===== config.mk =====
export PLATFORM = sky130hd
export DESIGN_NAME = systolic_feeder
export DESIGN_NICKNAME = d
export VERILOG_FILES = /design/src/rtl/systolic_feeder.sv
export SDC_FILE = /design/constraint.sdc
export NUM_CORES = 1
export LEC_CHECK = 0
export ABC_AREA = 1
export BUFFER_PORTS_ARGS = -buffer_cell sky130_fd_sc_hd__buf_2
export CORE_MARGIN = 3
export CORE_UTILIZATION = 58
export DETAILED_ROUTE_END_ITERATION = 7
export GPL_ROUTABILITY_DRIVEN = 0
export PLACE_DENSITY = 0.75
export SLEW_MARGIN = 25
export SYNTH_ARGS = -nofsm -noshare
export SYNTH_HDL_FRONTEND = slang
export SYNTH_SLANG_ARGS = --single-unit

===== constraint.sdc =====
create_clock -name clk -period 5.15 [get_ports clk]
set_clock_uncertainty 0.1 [all_clocks]
set_input_delay 0.515 -clock clk [delete_from_list [all_inputs] [get_ports clk]]
set_output_delay 0.515 -clock clk [all_outputs]
set_load 0.05 [all_outputs]

===== src/rtl/systolic_feeder.sv =====
// rtl/systolic_feeder.sv - frame buffer that replays weight/input bursts into systolic_4x4
// Accepts a 32-word frame, plays it as two back-to-back 16-cycle bursts, then waits for the array.
module systolic_feeder #(
    parameter int DATA_W  = 4,
    parameter int N       = 4,
    parameter int TIMEOUT = 64
) (
    input  logic              clk,
    input  logic              reset,
    input  logic              s_valid,
    input  logic [DATA_W-1:0] s_data,
    output logic              s_ready,
    output logic [DATA_W-1:0] data_in,
    output logic              load_weights,
    output logic              load_inputs,
    input  logic              array_valid,
    output logic              busy,
    output logic              done,
    output logic              timeout
);
    localparam int DEPTH  = 2 * N * N;
    localparam int HALF   = N * N;
    localparam int PTR_W  = $clog2(DEPTH);
    localparam int CNT_W  = PTR_W + 1;
    localparam int WAIT_W = $clog2(TIMEOUT);

    localparam logic [CNT_W-1:0]  FULL      = CNT_W'(DEPTH);
    localparam logic [CNT_W-1:0]  FULL_M1   = CNT_W'(DEPTH - 1);
    localparam logic [PTR_W-1:0]  W_FIRST   = '0;
    localparam logic [PTR_W-1:0]  W_LAST    = PTR_W'(HALF - 1);
    localparam logic [PTR_W-1:0]  I_FIRST   = PTR_W'(HALF);
    localparam logic [PTR_W-1:0]  I_LAST    = PTR_W'(DEPTH - 1);
    localparam logic [WAIT_W-1:0] WAIT_LAST = WAIT_W'(TIMEOUT - 1);

    typedef enum logic [1:0] {FILL, LOAD_W, LOAD_I, WAIT} state_t;

    state_t              state;
    logic [DATA_W-1:0]   mem [DEPTH];
    logic [PTR_W-1:0]    wr_ptr;
    logic [PTR_W-1:0]    rd_ptr;
    logic [CNT_W-1:0]    fill_cnt;
    logic [WAIT_W-1:0]   wait_cnt;
    logic                accept;
    logic                frame_full;

    assign s_ready    = (state == FILL || state == WAIT) && (fill_cnt < FULL);
    assign accept     = s_valid && s_ready;
    assign frame_full = (fill_cnt == FULL);
    assign busy       = (state != FILL);

    always_ff @(posedge clk) begin
        if (accept) begin
            mem[wr_ptr] <= s_data;
        end
    end

    // rd_ptr always names the word currently driven on data_in while a burst is active.
    always_ff @(posedge clk) begin
        if (reset) begin
            state        <= FILL;
            wr_ptr       <= '0;
            rd_ptr       <= '0;
            fill_cnt     <= '0;
            wait_cnt     <= '0;
            data_in      <= '0;
            load_weights <= 1'b0;
            load_inputs  <= 1'b0;
            done         <= 1'b0;
            timeout      <= 1'b0;
        end else begin
            done    <= 1'b0;
            timeout <= 1'b0;
            if (accept) begin
                wr_ptr   <= wr_ptr + 1'b1;
                fill_cnt <= fill_cnt + 1'b1;
            end
            case (state)
                FILL: begin
                    if (frame_full || (accept && fill_cnt == FULL_M1)) begin
                        state        <= LOAD_W;
                        rd_ptr       <= W_FIRST;
                        load_weights <= 1'b1;
                        data_in      <= mem[W_FIRST];
                    end
                end
                LOAD_W: begin
                    if (rd_ptr == W_LAST) begin
                        state        <= LOAD_I;
                        load_weights <= 1'b0;
                        load_inputs  <= 1'b1;
                        rd_ptr       <= I_FIRST;
                        data_in      <= mem[I_FIRST];
                    end else begin
                        rd_ptr  <= rd_ptr + 1'b1;
                        data_in <= mem[rd_ptr + 1'b1];
                    end
                end
                LOAD_I: begin
                    if (rd_ptr == I_LAST) begin
                        state       <= WAIT;
                        load_inputs <= 1'b0;
                        data_in     <= '0;
                        rd_ptr      <= '0;
                        wait_cnt    <= '0;
                        fill_cnt    <= '0;
                        wr_ptr      <= '0;
                    end else begin
                        rd_ptr  <= rd_ptr + 1'b1;
                        data_in <= mem[rd_ptr + 1'b1];
                    end
                end
                WAIT: begin
                    // array_valid outranks an expiring timer on the same cycle
                    if (array_valid || wait_cnt == WAIT_LAST) begin
                        done     <= array_valid;
                        timeout  <= !array_valid;
                        wait_cnt <= '0;
                        if (frame_full) begin
                            state        <= LOAD_W;
                            rd_ptr       <= W_FIRST;
                            load_weights <= 1'b1;
                            data_in      <= mem[W_FIRST];
                        end else begin
                            state <= FILL;
                        end
                    end else begin
                        wait_cnt <= wait_cnt + 1'b1;
                    end
                end
                default: state <= FILL;
            endcase
        end
    end
endmodule


**Word-level counts from Yosys, hierarchy flattened**

Memories as Yosys holds them, arrays and structs flattened.
Index checks and enable logic that the tools add are counted.
W data, S select, Z words.

- RAM bits: 128
- Output and inout port bits: 10
- Register bits after elaboration: 32
- Input port bits: 8
- Word-level logic and storage cells: 86
- Memories kept: 1

- Equal/unequal tests: 13
- Mux-type cells: 37
- Reduce and logical (&&, ||, !) cells: 18
- Order comparisons: 1
- Bitwise operators: 2
- Add/sub/neg operators: 4

Memories:

| memory | words | bits a word | read ports | clocked after Yosys merged registers in | wr ports | RTL line | RTL |
|---|---|---|---|---|---|---|---|
| mem | 32 | 4 | 3 | 0 | 1 | 38 | `logic [DATA_W-1:0] mem [DEPTH];` |

Operators with widths:

| operator | count |
|---|---|
| $mux W5 | 8 |
| $mux W6 | 5 |
| $mux W4 | 5 |
| $pmux W5 S4 | 1 |
| $pmux W4 S4 | 1 |
| $add A6 B1 Y6 const B | 2 |
| $eq A6 B6 Y1 const B | 2 |
| $pmux W6 S2 | 1 |
| $add A5 B1 Y5 const B | 2 |
| $mux W1 | 9 |
| $mux W2 | 4 |
| $pmux W2 S4 | 1 |
| $eq A6 B5 Y1 const B | 1 |
| $lt A6 B6 Y1 const B | 1 |
| $ne A2 B2 Y1 const B | 3 |
| $reduce_and A3 Y1 | 2 |
| $reduce_bool A2 Y1 | 3 |
| $eq A5 B4 Y1 const B | 1 |
| $eq A5 B5 Y1 const B | 1 |
| $reduce_and A5 Y1 | 1 |
| $eq A2 B2 Y1 const B | 2 |
| $ne A2 B1 Y1 const B | 2 |
| $reduce_and A4 Y1 | 1 |
| $logic_and A1 B1 Y1 | 3 |
| 10 further kinds | 13 |

**Longest topological paths before layout**

- Depth in word-level cells: 8
- Mapped depth: 13

**Least setup slack after synthesis**

OpenSTA, ideal clock, no wires.

- Kind: register -> register
- Start point: register state[0]
- End point: memory mem[7][0] (enable)
- Cell stages (with the launch flop): 10
- Data required time: 4.689 ns
- Arrival time: 2.304 ns
- Buffers on the path: 0
- Path slack: 2.385 ns
- Setup time: 0.361 ns
- Clock period less this slack: 2.765 ns
- Path through: dfxtp_1 > inv_1 > ha_1 > nor2_2 > nand2_4 > inv_1 > nand2_2 > nor2_1 > inv_1 > nor3_1

- Word-level cells in the longest chain between the ends: 6
- Elaborated cells on any way between the ends: 7
- Those cells by class: eq/ne (1); mux (2); reduce/logical (4)

Ends and longest elaborated chain:

| item | RTL line | RTL |
|---|---|---|
| start, declared | 37 | `state_t state;` |
| start signal, assigned | 60 | `state <= FILL;` |
| start signal, assigned | 80 | `state <= LOAD_W;` |
| start signal, assigned | 88 | `state <= LOAD_I;` |
| $eq A2 B2 Y1 or $logic_not A2 Y1 (tied branches) | 46 | `assign s_ready = (state == FILL \|\| state == WAIT) && (fill_cnt < FULL);` |
| $logic_or A1 B1 Y1 * | 46 |  |
| $logic_and A1 B1 Y1 * | 46 |  |
| named net s_ready | 12 | `output logic s_ready,` |
| $logic_and A1 B1 Y1 * | 47 | `assign accept = s_valid && s_ready;` |
| $mux W1 * | 52 | `if (accept) begin` |
| $mux W1 (implied by the code) * | 53 | `mem[wr_ptr] <= s_data;` |
| end, declared | 38 |  |

The timed path passes the listed nets; every way through them passes the cells marked *.

**Worst setup path after layout**

- Start point: register state[0]
- End point: memory mem[7][1] (enable)

- Word-level cells in the longest chain between the ends: 6
- Elaborated cells on any way between the ends: 7
- Those cells by class: eq/ne (1); mux (2); reduce/logical (4)

Ends and longest elaborated chain:

| item | RTL line |
|---|---|
| $eq A2 B2 Y1 or $logic_not A2 Y1 (tied branches) | 46 |
| $logic_or A1 B1 Y1 * | 46 |
| $logic_and A1 B1 Y1 * | 46 |
| $logic_and A1 B1 Y1 * | 47 |
| $mux W1 * | 52 |
| $mux W1 (implied by the code) * | 53 |

Every way passes the cells marked *; elsewhere a longest branch is shown, timed or not.

==> flow_summary.rst <==
.. list-table::
   :header-rows: 1

   * - Metric
     - Value
   * - Final-layout setup total negative slack
     - 0 ns
   * - Pins Over Slew Limit
     - 0
   * - Number of diodes
     - 0
   * - Post-route minimum period
     - 2.78 ns
   * - Largest net degree at the start of global routing
     - between 60 and 70
   * - Slowest cell on the critical path
     - nor3_1
   * - First DRT Iteration DRCs
     - 412
   * - Via count of the first global-routing pass
     - slightly below 5,000
   * - Layout overhead on the synthesized area
     - 9.34%
   * - Reported leakage power
     - ~2.7 nW
   * - Fraction of power consumed by sequential logic
     - between 40% and 50%
   * - Final std cell area, no fill
     - slightly below 8000 um^2
   * - Number of search-and-repair iterations in the first detailed-routing pass
     - 6
   * - List of most frequent post-synthesis cells
     - 128 x edfxtp_1, 124 x nor2_1, 86 x nand2_1, 54 x inv_1
   * - Avg Cell Area, Syn
     - ~10 um^2
   * - Achievable Freq
     - 360 MHz
   * - Height of the die
     - approximately 120 um
   * - Antenna violations before repair
     - 0
   * - Critical path's largest stage delay
     - ~0.53 ns
   * - Area of the core
     - about 12,000 um^2
   * - Fin. Hold Viols
     - 0
   * - Async set-or-reset flop fraction in the synthesized netlist
     - 0%
   * - Run status
     - complete, no violations
   * - CTS H-tree lvls
     - 4
   * - Actual slew at the worst max-slew pin
     - about 1 ns
   * - Met3 routing resource usage after global routing
     - 4.92%
   * - GR Layer Usage met1
     - between 30% and 40%
   * - Sort of element at the end of the critical path
     - flip-flop
   * - Worst-case headroom to the max-slew limit
     - approximately a third
   * - Yosys reg bits
     - 160
   * - CTS tree
     - built
   * - Clock sink count
     - 160
   * - Clock insertion delay at the later pin of the skew report
     - ~0.42 ns
   * - Most repeated library cell on the critical path
     - inv_1
   * - Top-level I/O count
     - 18
   * - Number of synthesized flops with an enable pin
     - roughly 130
   * - Die Wd
     - 116 um
   * - Finish-stage setup viols
     - 0
   * - Count of warnings emitted by yosys
     - 0
   * - Final Cycle Share
     - 53.9%
   * - Top FF cell, synth
     - edfxtp_1
   * - Clock root buffer master
     - clkbuf_16
   * - Reg-to-reg slack, setup
     - 2.37 ns
   * - Dominant cell by count in the synthesized netlist
     - edfxtp_1
   * - Met2 Use GR
     - roughly two fifths
   * - WL/cell
     - around 18 um
   * - Final Routed Wirelength
     - 15.5 mm
   * - Category of the critical setup timing path
     - reg2reg
   * - Total Routing Usage GR
     - 24.9%
   * - DRC violation count after routing
     - 0
   * - Port Buffer Count
     - 17
   * - ANT nets after route
     - 0
   * - Net count of the finished layout
     - between 700 and 800
   * - Layout cell share with drive strength beyond 1
     - slightly below 9%
   * - Post-detailed-route via-to-cell ratio
     - about 5.9
   * - Clock transition time at the flip-flop clock pins of the worst setup and hold paths
     - ~0.060 ns
   * - Series of cell instances along the critical path
     - inv_1 -> ha_1 -> nor2_2 -> nand2_4 -> inv_1 -> nand2_2 -> nor2_1 -> inv_1 -> nor3_1
   * - Maximum Capacitance Violations
     - 0
   * - Die outline area
     - 13,500 um^2
   * - Type of origin of the critical path
     - flip-flop
   * - Unrepaired setup endpoints after global routing
     - false
   * - NetSw
     - between 0.0009 and 0.001 W
   * - Via count
     - approximately 5,000
   * - Detail Placement HPWL
     - 9.89 mm
   * - Sw Share
     - approximately 30%
   * - Highest fanout seen on the critical path
     - 9
   * - Instance area at placement
     - approximately 7200 um^2
   * - Syn_nets
     - a little under 700
   * - Area of the mapped netlist
     - about 7000 um^2
   * - Combinational group share of total power
     - 20.0%
   * - Gate count after technology mapping
     - slightly below 700
   * - Filler Cell Count
     - 851
   * - Netlist cell types
     - 38
   * - Total internal power
     - 0.00226 W
   * - Area contributors post-synth
     - edfxtp_1 55%, dfxtp_1 9.1%, nor2_1 6.6%
   * - Global-route wire length before repair
     - between 20 and 25 mm
   * - Layer with the highest usage after global routing
     - met2
   * - Sum of internal, switching and leakage power
     - approximately 0.0032 W
   * - Total congestion overflow after global routing
     - 0
   * - Cell type with the highest aggregate area in the netlist
     - edfxtp_1
   * - CTS buffer count
     - 17
   * - Share of the yosys chip area belonging to registers
     - between 60% and 70%
   * - Data required time of the critical path
     - between 5 and 6 ns
   * - Relative contribution of the clock network to total power
     - 33.7%
   * - Post-cts repair resize count
     - 0
   * - Area fraction of the dominant cell type after synthesis
     - approximately 55%
   * - Signal arrival time at the worst endpoint
     - roughly 2.7 ns
   * - Initial core utilization
     - between 60% and 70%
   * - Buffer depth of the longest clock path
     - 2
   * - Class of the most critical hold timing path
     - in2reg
   * - Setup Fix Bufs, Post-CTS
     - 0
   * - Number of placement rows
     - 39
   * - Power density cells
     - ~420 nW/um^2
   * - Peak VDD IR
     - roughly 270 uV
   * - Cts-stage hold buffer count
     - 0
[critical path, delay by kind of cell (launching register included)]
family                   cells  cell delay (ns)
buffers and inverters        3             0.40
flip-flops                   1             0.40
adder cells (fa/ha/maj)      1             0.40
AND/OR/NAND/NOR              5             1.11
[layout by cell type, fill, tap and decap left out, drive strengths merged, types with 2 or more instances in the layout]
master,count
edfxtp,128
nor2,125
nand2,89
o21ai,58
inv,56
nand3,56
dfxtp,32
a21oi,25
clkbuf,25
o211ai,24
buf,20
ha,14
nor3,13
clkinv,8
nand4,5
nor3b,4
o31ai,3
xor2,3
xnor2,2
o221ai,2
a211oi,2
[power by group through the flow]
stage / sequential (W) / clock (W) / combinational (W)
finish: 0.00150 / 0.00109 / 0.000648
global route: 0.00151 / 0.00116 / 0.000724
CTS: 0.00150 / 0.00110 / 0.000644
detailed placement: 0.00152 / 0 / 0.000638
global placement: 0.00152 / 0 / 0.000629
floorplan: 0.00155 / 0 / 0.000458
[stage by stage]
stage               hold slack, ns  util (%)  cells  setup WS [ns]
floorplan                    0.355         -    674           2.38
global placement             0.344      61.8    810           2.53
detailed placement           0.349      61.8    810           2.41
CTS                          0.179      66.2    842           2.40
global route                 0.180      66.2    842           2.17
finish                       0.190      66.2    842           2.37
[cell type report]
cell class	instances	area, um^2	area share [%]
inverter	58	218	2.83
tap	143	179	2.33
clock buffer	25	475	6.18
timing repair buffer	20	108	1.40
multi-input combinational	429	2190	28.4
sequential	160	4490	58.3
clock inverter	7	38.8	0.504
[sequential cells by signal, summed over array words and instances, names as in the netlist]
register / count
mem: 128
fill_cnt: 6
wait_cnt: 6
rd_ptr: 5
wr_ptr: 5
data_in: 4
state: 2
done: 1
load_inputs: 1
load_weights: 1
timeout: 1
[per-layer routing]
metal / up-vias / share of wire [%] / wire length, um
met5: - / 0 / 0
met4: 0 / 3.6 / 552
met3: 47 / 7.4 / 1140
met2: 236 / 48 / 7360
met1: 2333 / 42 / 6430
li1: 2357 / - / -
[logic make-up after synthesis]
family                     share of synthesized area [%]
and+or+nand+nor                                     18.1
adders and majority gates                           2.49
xor gates and xnor gates                           0.836
DFF                                                 63.8
AOI/OAI and AO/OA                                   9.68
buffers and inverters                               5.16
[final timing paths]
path / startpoint / end / cells after the start
min reg2reg: load_weights$_SDFFE_PP0P_ / load_weights$_SDFFE_PP0P_ / 2
max: state[0]$_SDFFE_PP0P_ / mem[7][1]$_DFFE_PP_ / 9
min: array_valid / timeout$_SDFF_PP0_ / 2
max reg2reg: state[0]$_SDFFE_PP0P_ / mem[7][1]$_DFFE_PP_ / 9
Power figures use the tool's default switching activity.
